--- src/rtl/fmac_pkg.sv ---
// Shared FMAC datapath constants and the multiplier scheduler state type.
package fmac_pkg;

    localparam int unsigned OP_W   = 8;
    localparam int unsigned PROD_W = 16;

    typedef enum logic [1:0] {
        IDLE,
        BUSY,
        STALL
    } sched_state_t;

endpackage

--- src/rtl/rr_arbiter.sv ---
// Combinational round-robin arbiter: grants the first requester at or after ptr, wrapping at NREQ.
module rr_arbiter #(
    parameter int unsigned NREQ = 4,
    parameter int unsigned ID_W = 3
) (
    input  logic [NREQ-1:0] req,
    input  logic [ID_W-1:0] ptr,
    output logic [NREQ-1:0] gnt,
    output logic [ID_W-1:0] gnt_id
);

    logic found;

    // First pass covers [ptr, NREQ-1]; the second pass picks up the wrap into [0, ptr-1].
    always_comb begin
        gnt    = '0;
        gnt_id = '0;
        found  = 1'b0;
        for (int i = 0; i < NREQ; i++) begin
            if (!found && req[i] && (ID_W'(i) >= ptr)) begin
                found  = 1'b1;
                gnt[i] = 1'b1;
                gnt_id = ID_W'(i);
            end
        end
        for (int i = 0; i < NREQ; i++) begin
            if (!found && req[i]) begin
                found  = 1'b1;
                gnt[i] = 1'b1;
                gnt_id = ID_W'(i);
            end
        end
    end

endmodule

--- src/rtl/mult_rr_sched.sv ---
// Round-robin scheduler sharing one external 8x8 multiplier among NREQ requesters.
// Define MULT_RR_SCHED_PRIO_EN to give requester 0 fixed top priority over the rotating rest.
module mult_rr_sched
    import fmac_pkg::*;
#(
    parameter int unsigned NREQ = 4,
    parameter int unsigned ID_W = 3
) (
    input  logic                 CLK,
    input  logic                 RESET,
    input  logic [NREQ-1:0]      req_valid,
    input  logic [NREQ*OP_W-1:0] req_x,
    input  logic [NREQ*OP_W-1:0] req_y,
    output logic [NREQ-1:0]      req_ready,
    output logic [OP_W-1:0]      mult_x,
    output logic [OP_W-1:0]      mult_y,
    input  logic [PROD_W-1:0]    mult_p,
    output logic                 rsp_valid,
    output logic [ID_W-1:0]      rsp_id,
    output logic [PROD_W-1:0]    rsp_data,
    input  logic                 rsp_ready
);

`ifdef MULT_RR_SCHED_PRIO_EN
    localparam logic [ID_W-1:0] PtrRst = ID_W'(1);
`else
    localparam logic [ID_W-1:0] PtrRst = '0;
`endif
    localparam logic [ID_W-1:0] LastId = ID_W'(NREQ - 1);

    sched_state_t       state_q, state_d;
    logic [ID_W-1:0]    rr_ptr_q, rr_ptr_d;
    logic               v1_q, v1_d;
    logic [ID_W-1:0]    id1_q, id1_d;
    logic [OP_W-1:0]    mult_x_q, mult_x_d;
    logic [OP_W-1:0]    mult_y_q, mult_y_d;
    logic               rsp_valid_q, rsp_valid_d;
    logic [ID_W-1:0]    rsp_id_q, rsp_id_d;
    logic [PROD_W-1:0]  rsp_data_q, rsp_data_d;

    logic               adv1, adv2, gnt_any;
    logic [NREQ-1:0]    arb_req, arb_gnt, gnt;
    logic [ID_W-1:0]    arb_gnt_id, gnt_id;
    logic [OP_W-1:0]    sel_x, sel_y;

    assign adv2 = ~rsp_valid_q | rsp_ready;
    assign adv1 = ~v1_q | adv2;

`ifdef MULT_RR_SCHED_PRIO_EN
    assign arb_req = {req_valid[NREQ-1:1], 1'b0};
`else
    assign arb_req = req_valid;
`endif

    rr_arbiter #(
        .NREQ (NREQ),
        .ID_W (ID_W)
    ) u_arb (
        .req    (arb_req),
        .ptr    (rr_ptr_q),
        .gnt    (arb_gnt),
        .gnt_id (arb_gnt_id)
    );

    always_comb begin
        gnt    = arb_gnt;
        gnt_id = arb_gnt_id;
`ifdef MULT_RR_SCHED_PRIO_EN
        if (req_valid[0]) begin
            gnt    = NREQ'(1);
            gnt_id = '0;
        end
`endif
        // No grant while held in reset, so nothing is accepted that would be discarded.
        if (!adv1 || !RESET) begin
            gnt = '0;
        end
    end

    assign gnt_any   = |gnt;
    assign req_ready = gnt;

    always_comb begin
        sel_x = '0;
        sel_y = '0;
        for (int i = 0; i < NREQ; i++) begin
            if (gnt[i]) begin
                sel_x = sel_x | req_x[i*OP_W +: OP_W];
                sel_y = sel_y | req_y[i*OP_W +: OP_W];
            end
        end
    end

    always_comb begin
        state_d     = state_q;
        rr_ptr_d    = rr_ptr_q;
        v1_d        = v1_q;
        id1_d       = id1_q;
        mult_x_d    = mult_x_q;
        mult_y_d    = mult_y_q;
        rsp_valid_d = rsp_valid_q;
        rsp_id_d    = rsp_id_q;
        rsp_data_d  = rsp_data_q;

        if (adv2) begin
            rsp_valid_d = v1_q;
            rsp_id_d    = id1_q;
            rsp_data_d  = mult_p;
        end

        if (adv1) begin
            v1_d = gnt_any;
            if (gnt_any) begin
                id1_d    = gnt_id;
                mult_x_d = sel_x;
                mult_y_d = sel_y;
`ifdef MULT_RR_SCHED_PRIO_EN
                if (gnt_id != '0) begin
                    rr_ptr_d = (gnt_id == LastId) ? ID_W'(1) : gnt_id + 1'b1;
                end
`else
                rr_ptr_d = (gnt_id == LastId) ? '0 : gnt_id + 1'b1;
`endif
            end
        end

        case (state_q)
            IDLE: begin
                if (gnt_any) state_d = BUSY;
            end
            BUSY: begin
                if (rsp_valid_q && !rsp_ready && v1_q) state_d = STALL;
                else if (!v1_d && !rsp_valid_d)        state_d = IDLE;
            end
            STALL: begin
                if (rsp_ready) state_d = BUSY;
            end
            default: state_d = IDLE;
        endcase
    end

    always_ff @(posedge CLK) begin
        if (!RESET) begin
            state_q     <= IDLE;
            rr_ptr_q    <= PtrRst;
            v1_q        <= 1'b0;
            id1_q       <= '0;
            mult_x_q    <= '0;
            mult_y_q    <= '0;
            rsp_valid_q <= 1'b0;
            rsp_id_q    <= '0;
            rsp_data_q  <= '0;
        end else begin
            state_q     <= state_d;
            rr_ptr_q    <= rr_ptr_d;
            v1_q        <= v1_d;
            id1_q       <= id1_d;
            mult_x_q    <= mult_x_d;
            mult_y_q    <= mult_y_d;
            rsp_valid_q <= rsp_valid_d;
            rsp_id_q    <= rsp_id_d;
            rsp_data_q  <= rsp_data_d;
        end
    end

    assign mult_x    = mult_x_q;
    assign mult_y    = mult_y_q;
    assign rsp_valid = rsp_valid_q;
    assign rsp_id    = rsp_id_q;
    assign rsp_data  = rsp_data_q;

endmodule

--- config.mk ---
export PLATFORM = sky130hd
export DESIGN_NAME = mult_rr_sched
export DESIGN_NICKNAME = d
export VERILOG_FILES = /design/src/rtl/fmac_pkg.sv /design/src/rtl/rr_arbiter.sv /design/src/rtl/mult_rr_sched.sv
export SDC_FILE = /design/constraint.sdc
export NUM_CORES = 1
export LEC_CHECK = 0
export BUFFER_PORTS_ARGS = -buffer_cell sky130_fd_sc_hd__buf_2
export CAP_MARGIN = 20
export CORE_ASPECT_RATIO = 1.25
export CORE_MARGIN = 2
export CORE_UTILIZATION = 48
export CTS_CLUSTER_SIZE = 10
export DETAILED_ROUTE_END_ITERATION = 8
export PLACE_DENSITY = 0.85
export SYNTH_ARGS = -nofsm -noshare
export SYNTH_HDL_FRONTEND = slang
export SYNTH_SLANG_ARGS = --single-unit
--- constraint.sdc ---
create_clock -name CLK -period 4.29 [get_ports CLK]
set_clock_uncertainty 0.2 [all_clocks]
set_input_delay 0.2145 -clock CLK [delete_from_list [all_inputs] [get_ports CLK]]
set_output_delay 0.2145 -clock CLK [all_outputs]
set_load 0.05 [all_outputs]
# Yosys cells after proc, flatten, opt, wreduce, memory -nomap -nowiden
# Cells that the tools add are included.
# op_classes
addsub	1
multipliers	0
div	0
n_lt_le_gt_ge	4
n_eq_ne	1
n_shift	0
muxes	31
bitwise	10
n_reduce_logical	23
# op_table
operator	count
$mux W8	8
$or A8 B8 Y8	6
$mux W1	15
$mux W2	6
$logic_and A1 B1 Y1	11
$logic_not A1 Y1	9
$ge A1 B3 Y1 const A	2
$ge A2 B3 Y1 const A	2
$mux W4	1
$reduce_or A4 Y1	1
$add A3 B1 Y3 const B	1
$eq A3 B2 Y1 const B	1
$mux W3	1
$not A1 Y1	2
$or A1 B1 Y1	2
$reduce_and A2 Y1	1
$logic_or A1 B1 Y1	1
# totals
ff_bits	43
latch_bits	0
ramBits	0
romBits	0
inputBits	87
out_inout_bits	40
word_cells	78
mem_count	0

# Depth between registers and ports, before layout
# depth
depth_word	35
depth_mapped	9
mapped_depth_nobuf	7

# Hierarchy
# Synthesis repeated with hierarchy kept, for this count alone.
# hier_totals
hier_cells	245
area_unflattened_um2	2137.0
# modules_own_cells
module	instances	cells_per_inst	area_per_inst_um2	seq_area_each_um2
mult_rr_sched	1	218	1966.9	860.8
rr_arbiter	1	27	170.2	0.0

# Worst setup path before layout
# OpenSTA, ideal clock, no wires.
# synth_timing
kind	register -> register
start	register rr_ptr_q[1]
end	register id1_q[1]
setup_time_ns	0.157
t_arrival_ns	1.851
required_ns	3.933
setup_slack_ns	2.082
path_stages_with_launch	7
path_buffers	2
synth_period_minus_slack_ns	2.208
cell_sequence	dfxtp_1 > buf_2 > a21o_1 > buf_6 > a211o_1 > nor2_1 > nor3_2
# synth_via
elab_cells_between_ends	45
classes_between	4 x order compare; 21 x mux; 20 x reduce/logical
# synth_lines
item	line_no	source
from (decl)	mult_rr_sched.sv:32	logic [ID_W-1:0] rr_ptr_q, rr_ptr_d;
from (signal assigned)	mult_rr_sched.sv:145	rr_ptr_q <= PtrRst;
from (signal assigned)	mult_rr_sched.sv:155	rr_ptr_q <= rr_ptr_d;
$ge A1 B3 Y1	rr_arbiter.sv:20	if (!found && req[i] && (ID_W'(i) >= ptr)) begin
$logic_and A1 B1 Y1	rr_arbiter.sv:20	
$mux W1	rr_arbiter.sv:20	
$logic_not A1 Y1	rr_arbiter.sv:20	
$logic_and A1 B1 Y1 (2 in a row)	rr_arbiter.sv:20	
$mux W1	rr_arbiter.sv:20	
$logic_not A1 Y1	rr_arbiter.sv:20	
$logic_and A1 B1 Y1 (2 in a row)	rr_arbiter.sv:20	
[7 not listed]	--	
$mux W1	rr_arbiter.sv:27	if (!found && req[i]) begin
$logic_not A1 Y1	rr_arbiter.sv:27	
$logic_and A1 B1 Y1	rr_arbiter.sv:27	
$mux W1 *	rr_arbiter.sv:27	
$mux W4 *	mult_rr_sched.sv:75	if (!adv1 || !RESET) begin
named net req_ready[1]	mult_rr_sched.sv:14	output logic [NREQ-1:0] req_ready,
$reduce_or A4 Y1 *	mult_rr_sched.sv:80	assign gnt_any = |gnt;
$reduce_and A2 Y1 (no line) *	--	
to (signal assigned)	mult_rr_sched.sv:157	id1_q <= id1_d;
to (decl)	mult_rr_sched.sv:34	logic [ID_W-1:0] id1_q, id1_d;
# Mark *: on every way through the listed nets, which the timed path passes. The rest lies on a longest branch.
# A chain may end at the register's enable or synchronous reset.

# Final worst setup path
# layout_timing
start	register rr_ptr_q[0]
end	output port req_ready[2]
# layout_via
elab_chain_len	25
elab_cells_between_ends	29
classes_between	4 x order compare; 9 x mux; 16 x reduce/logical
# layout_lines
item	line_no
$ge A1 B3 Y1	rr_arbiter.sv:20
$logic_and A1 B1 Y1	rr_arbiter.sv:20
$mux W1	rr_arbiter.sv:20
$logic_not A1 Y1	rr_arbiter.sv:20
$logic_and A1 B1 Y1 (2 in a row)	rr_arbiter.sv:20
$mux W1	rr_arbiter.sv:20
$logic_not A1 Y1	rr_arbiter.sv:20
$logic_and A1 B1 Y1 (2 in a row)	rr_arbiter.sv:20
[7 not listed]	--
$mux W1	rr_arbiter.sv:27
$logic_not A1 Y1	rr_arbiter.sv:27
$logic_and A1 B1 Y1	rr_arbiter.sv:27
$mux W1	rr_arbiter.sv:27
$logic_not A1 Y1	rr_arbiter.sv:27
$logic_and A1 B1 Y1	rr_arbiter.sv:27
$mux W1 *	rr_arbiter.sv:27
$mux W4 *	mult_rr_sched.sv:75
to (decl)	mult_rr_sched.sv:14
# Mark *: on every way between the ends. The rest lies on a longest branch, timed or not.

==> metrics <==
routed wire length 7080 µm; Final period util 64.7%; mapped cell area 0.00233 mm²; largest stage delay on the critical path 0.59 ns; max-slew violations 0; Yosys reg bits 40; Chip Width 66.4 µm; H-tree Lvls 2; WS Path Type reg -> out; vias in the first global route 2464; Peak VDD IR 0.137 mV; Final Hold Fails 0; Placed Area 0.00284 mm²; worst endpoint required time 3.88 ns; final core occ 70.4%; pin slew with the least headroom to its limit 1.02 ns; commonest non-fill, non-tap cells in the layout buf_2 (125), nand2_1 (75), dfxtp_1 (40); post-detailed-route count of antenna-violating nets 0; Initial Utilization 49.7%; DP HPWL 4890 µm; Pre-Repair DR Iteration Count 4; final number of setup-violating endpoints 0; post-CTS setup buffer count 0; synth-to-layout area growth 41.6%; non-filler cells, final 501; final setup TNS 0 ns; XOR/XNOR Fraction of Synth Area 0%; adder-cell area share of the yosys netlist 0.536%; GRT Resource Usage Total 25.6%; Synth Area in Simple Gates 22.2%; Clock Root Buffer clkbuf_8; total grt overflow 0; Psw 378 µW; Tot Pwr 1.05 mW; detailed-route via count 2729; Post-Syn Nets 391; main combinational cell family by area after synthesis compound AO/OA/AOI/OAI gates; Worst Hold Class in -> reg; largest net degree at the start of global routing 25; port bufs 125; CP Buf/Inv Count 2; LEAKAGE 1.57 nW; post-synthesis compound-gate area fraction 33.8%; Via density 5.45; die height 82.0 µm; clock transition at the registers of the reported paths 0.07 ns; Clk network pwr share 24.9%; Final #Nets 529; unrepaired setup endpoints after global routing false; Routed WL per cell 14.1 µm; layout cells sized above 1 32.4%; post-route cell area 0.00331 mm²; switch share 36.0%; initial antenna violation count 0; sequential area share after synthesis 34.3%; crit path DAT 2.36 ns; Post-Syn Area per Cell 7.71 µm²; post-synthesis mux area share 0%; crit path cell chain inv_1 > o21a_1 > o21ai_0 > nor2_1 > buf_2; first-pass GRT wire length 10700 µm; delay-heaviest family, CP compound AO/OA/AOI/OAI gates; FP Rows 28; Int Pwr 672 µW; TritonCTS buffer count 5; Syn. warnings 0; Reg power frac 40.1%; Worst Path Max Fanout 21; final RePlAce weighted congestion 0.918; slowest cell on the critical path o21a_1; Max Cap Viol 0; Comb power frac 34.9%; commonest non-fill, non-tap cell in the layout buf_2; # diodes 0; pwr dens 317 mW/mm²; clk buf depth 2; Cells after DPL 457; I/O pin count 127; crit end category primary output; Final min period 2.78 ns; Max Freq 360 MHz; initial DRC count 151; worst skew pair latency 0.29 ns; type of origin of the critical path flop; core area 0.00469 mm²; status finished, final reports clean; die footprint 0.00544 mm²; CTS tree done; Slew Limit Headroom 31.6%; DRC viols 0; Mapped Cells 303; Yosys cell types 38; post-CTS sizing 0; CTS Sinks 40
## what timing repair did
item / CTS / global route
hold buffers: 35 / 1
endpoints found under the hold margin: 29 / 1
setup endpoints to repair: 0 / 0
## worst reg2reg max path, stage by stage, from the launching register on
cell,delay (ns)
dfxtp_1,0.33
nand3b_1,0.19
nor3b_2,0.87
o21ai_0,0.17
a31oi_1,0.19
dlygate4sd3_1,0.58
## routing by layer
metal / global-route usage [%] / up-vias / share of wire [%]
met1: 28.6 / 1238 / 38
met5: 0 / - / 0
met4: 12.0 / 0 / 2.0
met3: 5.07 / 11 / 6.7
met2: 46.2 / 112 / 53
li1: - / 1368 / -
## power groups by stage
| stage | registers (mW) | logic [mW] | clock network, mW |
|---|---|---|---|
| CTS | 0.420 | 0.363 | 0.266 |
| global placement | 0.428 | 0.330 | 0 |
| floorplan | 0.514 | 0.167 | 0 |
| global route | 0.423 | 0.395 | 0.285 |
| detailed placement | 0.428 | 0.334 | 0 |
| finish | 0.421 | 0.367 | 0.262 |
## worst paths after layout
path / to / start / depth (start not counted) / slack, ns
setup reg to reg: mult_x[4] / rsp_valid / 5 / 1.71
hold reg to reg: rsp_data[8] / rsp_data[8] / 2 / 0.25
hold / removal: mult_y[4] / req_y[20] / 3 / 0.0004
setup / recovery: req_ready[2] / rr_ptr_q[0] / 5 / 1.51
## synth_stat cells (all sizes together)
master   number  area [µm²]
a2111o        1        11.3
a211o         1        8.76
a211oi       33         248
a21o          1        7.51
a21oi        22         121
a311oi        1        15.0
a31oi        16         100
a32o          1        11.3
and2          1        6.26
and3         16         100
buf          16         134
clkbuf       15        65.1
conb          1        3.75
dfxtp        40         801
ha            1        12.5
inv           3        11.3
nand2        75         282
nand2b        2        12.5
nand3b        2        27.5
nor2          7        26.3
nor2b         4        25.0
nor3          1        10.0
nor3b         1        7.51
nor4          1        12.5
o211ai       16         120
o21a          2        15.0
o21ai        20         104
o21bai        1        18.8
o2bb2ai       1        8.76
or2           1        8.76
## registers in the layout, indices dropped and copies added, names as in the netlist
name	flops
id1_q	2
mult_x	8
mult_y	8
rr_ptr_q	2
rsp_data	16
rsp_id	2
rsp_valid	1
v1_q	1
## through the flow
stage | setup slack [ns] | hold WS, ns
detailed placement | 1.75 | 0.242
finish | 1.51 | 0.000366
CTS | 1.59 | 0.000933
floorplan | 2.08 | 0.155
global placement | 1.83 | 0.235
global route | 1.28 | 0.00403
## kinds of logic after synthesis
group | after synthesis
AO/OA/AOI/OAI | 116
flip-flops | 40
AND/OR/NAND/NOR | 111
other | 1
adder cells (fa/ha/maj) | 1
buffers and inverters | 34
## final cells by class
cell class	instances	area [µm²]
Inverter	3	11.3
Tap cell	60	75.1
Clock buffer	7	96.3
Fill cell	417	1390
Sequential cell	40	801
Multi-Input combinational cell	229	1330
Timing Repair Buffer	162	993
Note: power is estimated with default switching activity, not from simulation.
